==> config.mk <==
export PLATFORM = sky130hd
export DESIGN_NAME = serial_subtractor
export DESIGN_NICKNAME = d
export VERILOG_FILES = /design/src/rtl/serial_subtractor.sv
export SDC_FILE = /design/constraint.sdc
export NUM_CORES = 1
export LEC_CHECK = 0
export ABC_AREA = 1
export ABC_CLOCK_PERIOD_IN_PS = 1500
export CAP_MARGIN = 20
export CELL_PAD_IN_SITES_DETAIL_PLACEMENT = 0
export CELL_PAD_IN_SITES_GLOBAL_PLACEMENT = 1
export CORE_MARGIN = 5
export CORE_UTILIZATION = 41
export CTS_BUF_LIST = sky130_fd_sc_hd__clkbuf_4
export CTS_CLUSTER_DIAMETER = 80
export DETAILED_ROUTE_END_ITERATION = 10
export GPL_TIMING_DRIVEN = 1
export PLACE_DENSITY_LB_ADDON = 0.05
export SLEW_MARGIN = 10
export SYNTH_ARGS = -nofsm -noshare
export SYNTH_HDL_FRONTEND = slang
export SYNTH_SLANG_ARGS = --single-unit
==> constraint.sdc <==
create_clock -name clk -period 1.5 [get_ports clk]
set_clock_uncertainty 0.1 [all_clocks]
set_input_delay 0.3 -clock clk [delete_from_list [all_inputs] [get_ports clk]]
set_output_delay 0.3 -clock clk [all_outputs]
set_load 0.01 [all_outputs]
==> src/rtl/serial_subtractor.sv <==
// Bit-serial unsigned subtractor: a - b one bit per clock, LSB first,
// framed by a start/busy/done handshake with registered results.
module serial_subtractor #(
    parameter int WIDTH = 8
) (
    input  logic             clk,
    input  logic             rst_n,
    input  logic             start,
    input  logic [WIDTH-1:0] a,
    input  logic [WIDTH-1:0] b,
    output logic             busy,
    output logic             done,
    output logic [WIDTH-1:0] diff,
    output logic             borrow,
    output logic             zero
);

    localparam int CW = $clog2(WIDTH + 1);
    localparam logic [CW-1:0] LAST_BIT = CW'(WIDTH - 1);

    typedef enum logic [1:0] {
        ST_IDLE  = 2'd0,
        ST_SHIFT = 2'd1,
        ST_DONE  = 2'd2
    } state_t;

    state_t           state_q;
    logic [WIDTH-1:0] a_q;
    logic [WIDTH-1:0] b_q;
    logic [WIDTH-1:0] res_q;
    logic             br_q;
    logic [CW-1:0]    cnt_q;
    logic             busy_q;
    logic             done_q;
    logic [WIDTH-1:0] diff_q;
    logic             borrow_q;
    logic             zero_q;

    logic             bit_d;
    logic             br_d;
    logic [WIDTH:0]   res_ext_s;
    logic [WIDTH-1:0] res_d;

    // Two cascaded half subtractors on the current LSBs and the stored borrow.
    always_comb begin
        bit_d     = a_q[0] ^ b_q[0] ^ br_q;
        br_d      = (~a_q[0] & b_q[0]) | (~(a_q[0] ^ b_q[0]) & br_q);
        // Widened concat keeps the shift-in legal for WIDTH == 1.
        res_ext_s = {bit_d, res_q};
        res_d     = res_ext_s[WIDTH:1];
    end

    // Control FSM with datapath registers and registered handshake/result outputs.
    always_ff @(posedge clk or negedge rst_n) begin
        if (!rst_n) begin
            state_q  <= ST_IDLE;
            a_q      <= {WIDTH{1'b0}};
            b_q      <= {WIDTH{1'b0}};
            res_q    <= {WIDTH{1'b0}};
            br_q     <= 1'b0;
            cnt_q    <= {CW{1'b0}};
            busy_q   <= 1'b0;
            done_q   <= 1'b0;
            diff_q   <= {WIDTH{1'b0}};
            borrow_q <= 1'b0;
            zero_q   <= 1'b0;
        end else begin
            case (state_q)
                ST_IDLE, ST_DONE: begin
                    if (start) begin
                        state_q <= ST_SHIFT;
                        a_q     <= a;
                        b_q     <= b;
                        res_q   <= {WIDTH{1'b0}};
                        br_q    <= 1'b0;
                        cnt_q   <= {CW{1'b0}};
                        busy_q  <= 1'b1;
                        done_q  <= 1'b0;
                    end else begin
                        state_q <= ST_IDLE;
                        busy_q  <= 1'b0;
                        done_q  <= 1'b0;
                    end
                end
                ST_SHIFT: begin
                    a_q   <= a_q >> 1;
                    b_q   <= b_q >> 1;
                    res_q <= res_d;
                    br_q  <= br_d;
                    cnt_q <= cnt_q + CW'(1);
                    if (cnt_q == LAST_BIT) begin
                        state_q  <= ST_DONE;
                        busy_q   <= 1'b0;
                        done_q   <= 1'b1;
                        diff_q   <= res_d;
                        borrow_q <= br_d;
                        zero_q   <= (res_d == {WIDTH{1'b0}});
                    end else begin
                        state_q  <= ST_SHIFT;
                        busy_q   <= 1'b1;
                        done_q   <= 1'b0;
                    end
                end
                default: begin
                    state_q <= ST_IDLE;
                    busy_q  <= 1'b0;
                    done_q  <= 1'b0;
                end
            endcase
        end
    end

    assign busy   = busy_q;
    assign done   = done_q;
    assign diff   = diff_q;
    assign borrow = borrow_q;
    assign zero   = zero_q;

endmodule

==> reports/qor.yml <==
setup_path:
  worstSetupPathType: "reg -> out"
  r2r_start: "cnt_q[0]"
  crit_buf_inv: 1
  endpoint_kind: "output port"
  cp-startpoint: "zero"
  worst_ep_arrival_time_ns: 1.03
  r2r_end: "diff[7]"
  path_max_fanout: 2
  worstRegToRegCells: 6
  cpMaxStageDelayCell: "dfrtp_1"
  startpoint_type: "flip-flop"
  rrSetupSlack_ns: 0.10
  slowest_delay_ns: 0.40
  critPathTopFamily: "flip-flops"
  cp.required_ns: 1.10
  path_cells: "dlygate4sd2_1"
power_and_ir_drop:
  ir_drop_v: 0.000623
  finalPower_mw: 4.30
  swShare: 0.402
  power-per-cell-area_nw_per_um2: 1980
  internal_power_mw: 2.57
  sequentialPowerShare: 0.425
  leakage_nw: 1.08
  combPwrFrac: 0.453
  netSwitchingPower_mw: 1.73
  p_clk_frac: 0.122
clock_tree:
  numCtsBuffers: 5
  h-tree-depth: 2
  clk_pin_slew_ns: 0.12
  root_buffer: "clkbuf_4"
  cts_tree: "yes"
  clkSinkCount: 40
  clk_latency_ns: 0.34
  clock_path_buffers: 2
global_route:
  grt_pass1_wl_um: 5820
  grt_antenna_before_repair: 0
  grt_overflow: 0
  grt_util_all_layers: 0.139
  grt-busiest-layer: "met2"
  grt_use_met1: 0.155
  first_global_vias: 1313
  use_met3: 0.0521
  grt_max_degree: 41
  grt.met2_usage: 0.244
detailed_routing:
  drt-initial-drc-count: 89
  wl_per_cell_um: 12.4
  routed_wl_um: 3400
  detail-route-antenna-nets: 0
  dr.pass1.iters: 4
  vias: 1333
  remaining_drc_errors: 0
  vias_per_cell: 4.85
sta:
  holdWs_ns: 0.357
  setup_ws_ns: 0.0711
  setup_viol: 0
  relSlewSlack: 0.822
  post-route-period-util: 0.953
  min_period_ns: 1.43
  tns_ns: 0
  maxSlewViolCount: 0
  fmax_mhz: 700
  hold_violations: 0
  worstMarginPinSlew_ns: 0.267
finish:
  n_antenna_cell: 0
  fillers: 384
  area_growth_syn_to_layout_pct: 26.5
  final_nets: 246
  drive_gt1_frac: 0.151
  utilization: 0.539
synth:
  synthAdderAreaFrac: 0.0190
  ys_warn_count: 0
  seq_area_frac_synth: 0.584
  synthSimpleGateAreaFrac: 0.256
  synth_xor_xnor_area_share: 0
  synth_cell_types: 20
  synth_top_family_by_area: "simple AND/OR/NAND/NOR gates"
  synth_area_leader_cell: "dfrtp_1"
  synth.area.top_cells: "dfrtp_1, nand2_1, nand3_1, o21ai_2, o22ai_1"
  netlist_instances: 185
  synthMuxAreaShare: 0
  synth_top_area_share: 0.584
  syn_area_um2: 1720
  avgSynthCellArea_um2: 9.27
  synth-seq-cells: 40
  synth_compound_area_frac: 0.0839
  synth_nets: 206
hold_path:
  hp-class: "in -> async"
floorplanning:
  initial_core_util: 0.426
  io_pins: 31
  die_x_um: 74.7
  placementRows: 23
  core_um2: 4030
  die_y_um: 74.7
  dieArea_um2: 5580
placed_design:
  dp_hpwl_um: 2350
  pre_cts_ws_ns: 0.0390
  io_buffers: 30
  gp_congestion: 0.713
job:
  maxCapViolations: 0
status:
  outcome: "completed"
## placed cells by master, fill, tap and decap left out, drive strengths merged, types with 6 or more instances in the layout
master,instances
nor2,9
o22ai,8
o21ai,11
clkdlybuf4s50,17
dfrtp,40
buf,8
dlygate4sd2,12
clkbuf,6
inv,16
nand2,75
nand3,17
## registers in the layout, indices dropped and copies added, names as in the netlist, 4 cells and up
signal,flops
cnt_q,4
diff,8
res_q,7
a_q,8
b_q,8
## Yosys cell counts
cell type,n
inv_2,1
dfrtp_1,40
nand2_1,69
a21oi_1,1
o21ai_0,2
buf_6,1
ha_1,1
nor2_1,8
nand2_4,2
buf_4,1
o22ai_1,8
buf_2,3
fa_1,1
o21ai_2,9
nand3_1,17
inv_1,13
nand2_2,4
nor2_4,1
inv_4,2
nand4_1,1
## final cells by class
type	count	area (µm²)	share of cell area
clock buffer	6	45.0	0.0207
clock inverter	1	5.00	0.00231
multi-input combinational	124	624	0.288
tap	50	62.6	0.0288
sequential	40	1000	0.461
inverter	16	65.1	0.0300
timing repair buffer	38	368	0.169
## through the flow
stage,instance area (µm²),std cells
floorplan,1720,185
global placement,2090,264
detailed placement,2090,264
CTS,2150,273
global route,2170,275
finish,2170,275
## power by group through the flow
stage	clock network, mW	registers [mW]	logic (mW)
finish	0.522	1.83	1.95
floorplan	0	1.88	1.26
detailed placement	0	1.86	2.02
global route	0.605	1.89	2.21
global placement	0	1.85	1.98
CTS	0.559	1.83	1.94
## logic make-up after synthesis
kind of cell | count (synthesis)
fa+ha+maj | 2
compound gates | 20
buf+inv | 21
flops | 40
simple gates | 102
## tightest hold or removal path, delay by kind of cell
family	cells	cell delay, ns
buffers and inverters	3	0.87
## timing repair
action / 4_1_cts / 5_1_grt
endpoints found under the setup margin: 12 / 11
setup buffers: 1 / 2
endpoints found under the hold margin: 40 / 0
resized for setup: 12 / 1
hold buffers: 1 / 0
## how the worst max path moves through the flow
stage,to,cells past startpoint
after floorplan,zero,6
after detailed placement,b_q[7],5
after CTS,zero,1
after global placement,a_q[0],5
after global routing,zero,1
final,zero,1
## routing by layer
| metal | vias up | part of all wire | wire, µm |
|---|---|---|---|
| met3 | 5 | 0.046 | 158 |
| met2 | 25 | 0.51 | 1750 |
| met5 | - | 0 | 0 |
| li1 | 670 | - | - |
| met4 | 0 | 0.014 | 49 |
| met1 | 633 | 0.43 | 1450 |
No activity file was read; power rests on OpenSTA's default activity.
==> patch 1, RTL diff (same settings) <==
Change the parameter `WIDTH` from 8 to 16.
--- a/src/rtl/serial_subtractor.sv
+++ b/src/rtl/serial_subtractor.sv
@@ -1,7 +1,7 @@
 // Bit-serial unsigned subtractor: a - b one bit per clock, LSB first,
 // framed by a start/busy/done handshake with registered results.
 module serial_subtractor #(
-    parameter int WIDTH = 8
+    parameter int WIDTH = 16
 ) (
     input  logic             clk,
     input  logic             rst_n,
Interface: changed (resized a, b and diff); port bits go from 31 to 55. The function was not compared with the original's and may differ.
==> patch 1 against the unedited design <==
The flow now finishes with violations (negative setup slack). Via count is 85% higher. Sequential cell count increased by 33. Worst setup slack worse by 0.10 ns. Utilization increased by 6.3 points. Count of clock-buffer cells in the layout increased by 4. Routed wire length increased by 100%. Power rose by 98%. Area after synthesis increased by 79%. Global-route usage rose by 1.2 points. Clock power grew to 2.6 times the old value. Design area is 100% higher. Critical path depth grew 7. Critical path type is now reg2reg. Largest power group unchanged.
==> patch 1: results (changes against the unedited design) <==
| Result | Reported | vs unedited |
| --- | --- | --- |
| Post-route setup TNS | -0.180 ns | -0.180 ns |
| FF-to-FF path depth | 8 | +2 |
| Met2 usage in global routing | 0.245 | +0.00150 |
| Dpl cells | 485 | +84% |
| First element of the critical path | cnt_q[0] |  |
| Vias in the first global route | 2,370 | +81% |
| Met3 Use GR | 0.0310 | -0.0211 |
| Most frequent cells after synthesis | nand2_1 (122), dfrtp_1 (73), nand3_1 (30), inv_1 (23) |  |
| Endpoint arrival time on the critical path | 1.75 ns | +0.72 ns |
| Sum of net half-perimeters after detailed placement | 4.35 mm | +85% |
| Least setup slack across all paths after layout | -0.0315 ns | -0.103 ns |
| Count of filler cells inserted in the layout | 668 | +74% |
| Final-layout worst hold slack | 0.251 ns | -0.106 ns |
| Maximum number of pins on one net before global-route repair | 37 | -9.8% |
| Slew of the pin with the lowest slew margin | 0.391 ns | +0.124 ns |
| Final min period | 1.53 ns | +0.103 ns |
| Status | finished, violations left |  |
| Internal Pwr Total | 5390 µW | +110% |
| Sequential area share after synthesis | 0.596 | +0.0122 |
| Post-synth cell types | 21 | +5.0% |
| Routing usage on met1 | 0.190 | +0.0354 |
| Failing checks | negative setup slack |  |
| Clock buffer count from CTS | 9 | +4 |
| Routed length per placed instance | 13.1 µm | +5.7% |
| Avg Cell Area, Syn | 9.26 µm² | about the same |
| Final RePlAce weighted congestion | 0.731 | +2.5% |
| Final-report setup violation count | 12 | +12 |
| Share of layout cells above drive strength 1 | 0.251 | +0.100 |
| Net count after synthesis | 369 | +79% |
| Pre-CTS setup slack | -0.0895 ns | -0.129 ns |
| CP max FO | 8 | +6 |
| Total cell area at the placement stage | 0.00385 mm² | +84% |
| Worst IR drop on VDD | 0.606 mV | -2.7% |
| Post-layout instance count excluding filler cells | 525 | +91% |
| End point of the critical path | diff[7] |  |
| Wire length the detailed router placed on met1 | 3.11 mm | +120% |
==> patch 1: cell types whose count changed in the layout (fill, tap and decap cells not counted), moves of 8 or more <==
| cell | delta |
|---|---|
| clkdlybuf4s15_1 | +13 |
| clkdlybuf4s50_1 | +16 |
| nand2_1 | +37 |
| o22ai_1 | +9 |
| inv_1 | +9 |
| nand3_1 | +13 |
| dfrtp_1 | +33 |
| o21ai_2 | +8 |
| dlygate4sd2_1 | -12 |
| buf_4 | +24 |
==> patch 1: timing repair <==
| action | 4_1_cts | 5_1_grt |
|---|---|---|
| pin swaps | 1 | 6 |
| setup endpoints to repair | 38 | 46 |
| gates cloned | 0 | 5 |
| resized for setup | 42 | 37 |
| hold buffers | 1 | 0 |
| hold endpoints to repair | 28 | 0 |
| buffers inserted | 7 | 12 |
==> patch 1: area by class of cell <==
cell class	count	area, µm²	share of cell area
flip-flops and latches	73	1830	0.419
well taps	99	124	0.0284
inverters	27	106	0.0244
clock buffers	10	75.1	0.0172
multi-input cells	215	1140	0.261
repair buffers	96	1010	0.231
clock inverters	5	81.3	0.0186
==> patch 1: logic make-up (layout without fill, tap and decap cells) <==
family                     after synthesis  after routing  synth area share
DFF                                     73             73             0.596
AOI/OAI and AO/OA                       41             41            0.0963
and+or+nand+nor                        171            171             0.226
buffers and inverters                   43            138            0.0673
adders and majority gates                3              3            0.0147
==> patch 1: power by group through the flow <==
stage               Clock (µW)  Combinational, µW  Sequential [µW]
floorplan                    0               2010             3320
global placement             0               3270             3280
detailed placement           0               3340             3290
CTS                       1410               3340             3250
global route              1490               4330             3370
finish                    1370               3860             3260
==> patch 2, RTL diff (config.mk and constraints unchanged) <==
Without the edit above. Register the inputs `start`, `a` and `b` before use, without a reset. The logic sees them one clock later. Comments in the files are not updated.
--- a/src/rtl/serial_subtractor.sv
+++ b/src/rtl/serial_subtractor.sv
@@ -23,6 +23,16 @@
         ST_SHIFT = 2'd1,
         ST_DONE  = 2'd2
     } state_t;
+
+    logic start_q;
+    logic [WIDTH-1:0] a_r;
+    logic [WIDTH-1:0] b_r;
+
+    always_ff @(posedge clk) begin
+        start_q <= start;
+        a_r     <= a;
+        b_r     <= b;
+    end
 
     state_t           state_q;
     logic [WIDTH-1:0] a_q;
@@ -67,10 +77,10 @@
         end else begin
             case (state_q)
                 ST_IDLE, ST_DONE: begin
-                    if (start) begin
+                    if (start_q) begin
                         state_q <= ST_SHIFT;
-                        a_q     <= a;
-                        b_q     <= b;
+                        a_q     <= a_r;
+                        b_q     <= b_r;
                         res_q   <= {WIDTH{1'b0}};
                         br_q    <= 1'b0;
                         cnt_q   <= {CW{1'b0}};
Check against the original RTL: not equivalent (Yosys sat finds a counterexample within 4 cycles, from zero or initial values and one cycle with rst_n low).
==> patch 2 against the unedited design <==
Sequential cell count grew 17. Via count increased by 9.4%. Design area grew 21%. Global-route usage shrank 0.15 points. Power grew 18%. Register-to-register slack got worse by 0.03 ns. Worst hold slack got worse by 0.12 ns. Routed wire length is 11% higher. Sequential share of layout area grew 4.9 points. Worst setup slack lost 0.017 ns. Sequential power grew 24%. Area after synthesis up 20%. Critical endpoint is now diff[3].
==> patch 2: results (changes against the unedited design) <==
| Result | Reported | vs unedited |
| --- | --- | --- |
| Power spent charging and discharging nets | 1890 µW | +9.7% |
| Layout Nets | 273 | +11% |
| Met3 Use GR | 0.0455 | -0.00661 |
| Vias in the first global route | 1,472 | +12% |
| Clock buffer count from CTS | 9 | +4 |
| Avg Cell Area, Syn | 10.2 µm² | +9.8% |
| Sum of net half-perimeters after detailed placement | 2.54 mm | +8.2% |
| Dpl cells | 299 | +13% |
| Wire length of the first global-routing pass | 6.58 mm | +13% |
| Routing usage on met1 | 0.155 | +0.000416 |
| Status | finished, final reports clean |  |
| Share of flip-flops with an asynchronous set or reset | 0.702 | -0.298 |
| Endpoint arrival time on the critical path | 1.05 ns | +0.02 ns |
| Worst slew slack as a fraction of its limit | 0.768 | -0.0540 |
| Wire length the detailed router placed on met1 | 1.59 mm | +9.8% |
| Net count after synthesis | 223 | +8.3% |
| Post-synthesis compound-gate area fraction | 0.0700 | -0.0139 |
| Final RePlAce weighted congestion | 0.743 | +4.2% |
| Logic gate share of total power | 0.384 | -0.069 |
| Pleak | 0.00126 µW | +17% |
| Sequential area share after synthesis | 0.652 | +0.0689 |
| Routed length per placed instance | 11.6 µm | -5.9% |
| Maximum number of pins on one net before global-route repair | 28 | -32% |
| Met3 WL post-DR | 218 µm | +38% |
| Adder-cell share of the synthesized area | 0.0158 | -0.00314 |
| Worst IR drop on VDD | 0.736 mV | +18% |
| Met2 usage in global routing | 0.214 | -0.0296 |
| Dominant cells by area after synthesis | dfrtp_1 (49%), dfxtp_1 (17%), nand2_1 (13%) |  |
| Post-layout instance count excluding filler cells | 324 | +18% |
| Total cell area at the placement stage | 0.00245 mm² | +17% |
[patch 2: cell count changes after synthesis, sizes merged]
cell | before | now
dfxtp | 0 | 17
[patch 2: final timing paths]
| check | startpoint | endpoint | slack [ns] | depth (start not counted) |
|---|---|---|---|---|
| setup / recovery | diff[3] | diff[3] | 0.05 | 1 |
| hold / removal | a[5] | a_r[5] | 0.23 | 1 |
| max in group asynchronous | rst_n | a_q[5] | 0.60 | 3 |
| setup reg to reg | a_q[0] | zero | 0.07 | 6 |
| min in group asynchronous | rst_n | diff[5] | 0.24 | 2 |
| hold reg to reg | b_r[7] | b_q[7] | 0.33 | 2 |
[patch 2: cell type report]
type	count	area [µm²]	area share
Clock buffer	10	75.1	0.0285
Clock inverter	6	26.3	0.00999
Tap cell	67	83.8	0.0319
Timing Repair Buffer	44	415	0.158
Inverter	16	65.1	0.0247
Multi-Input combinational cell	124	624	0.237
Sequential cell	57	1340	0.510
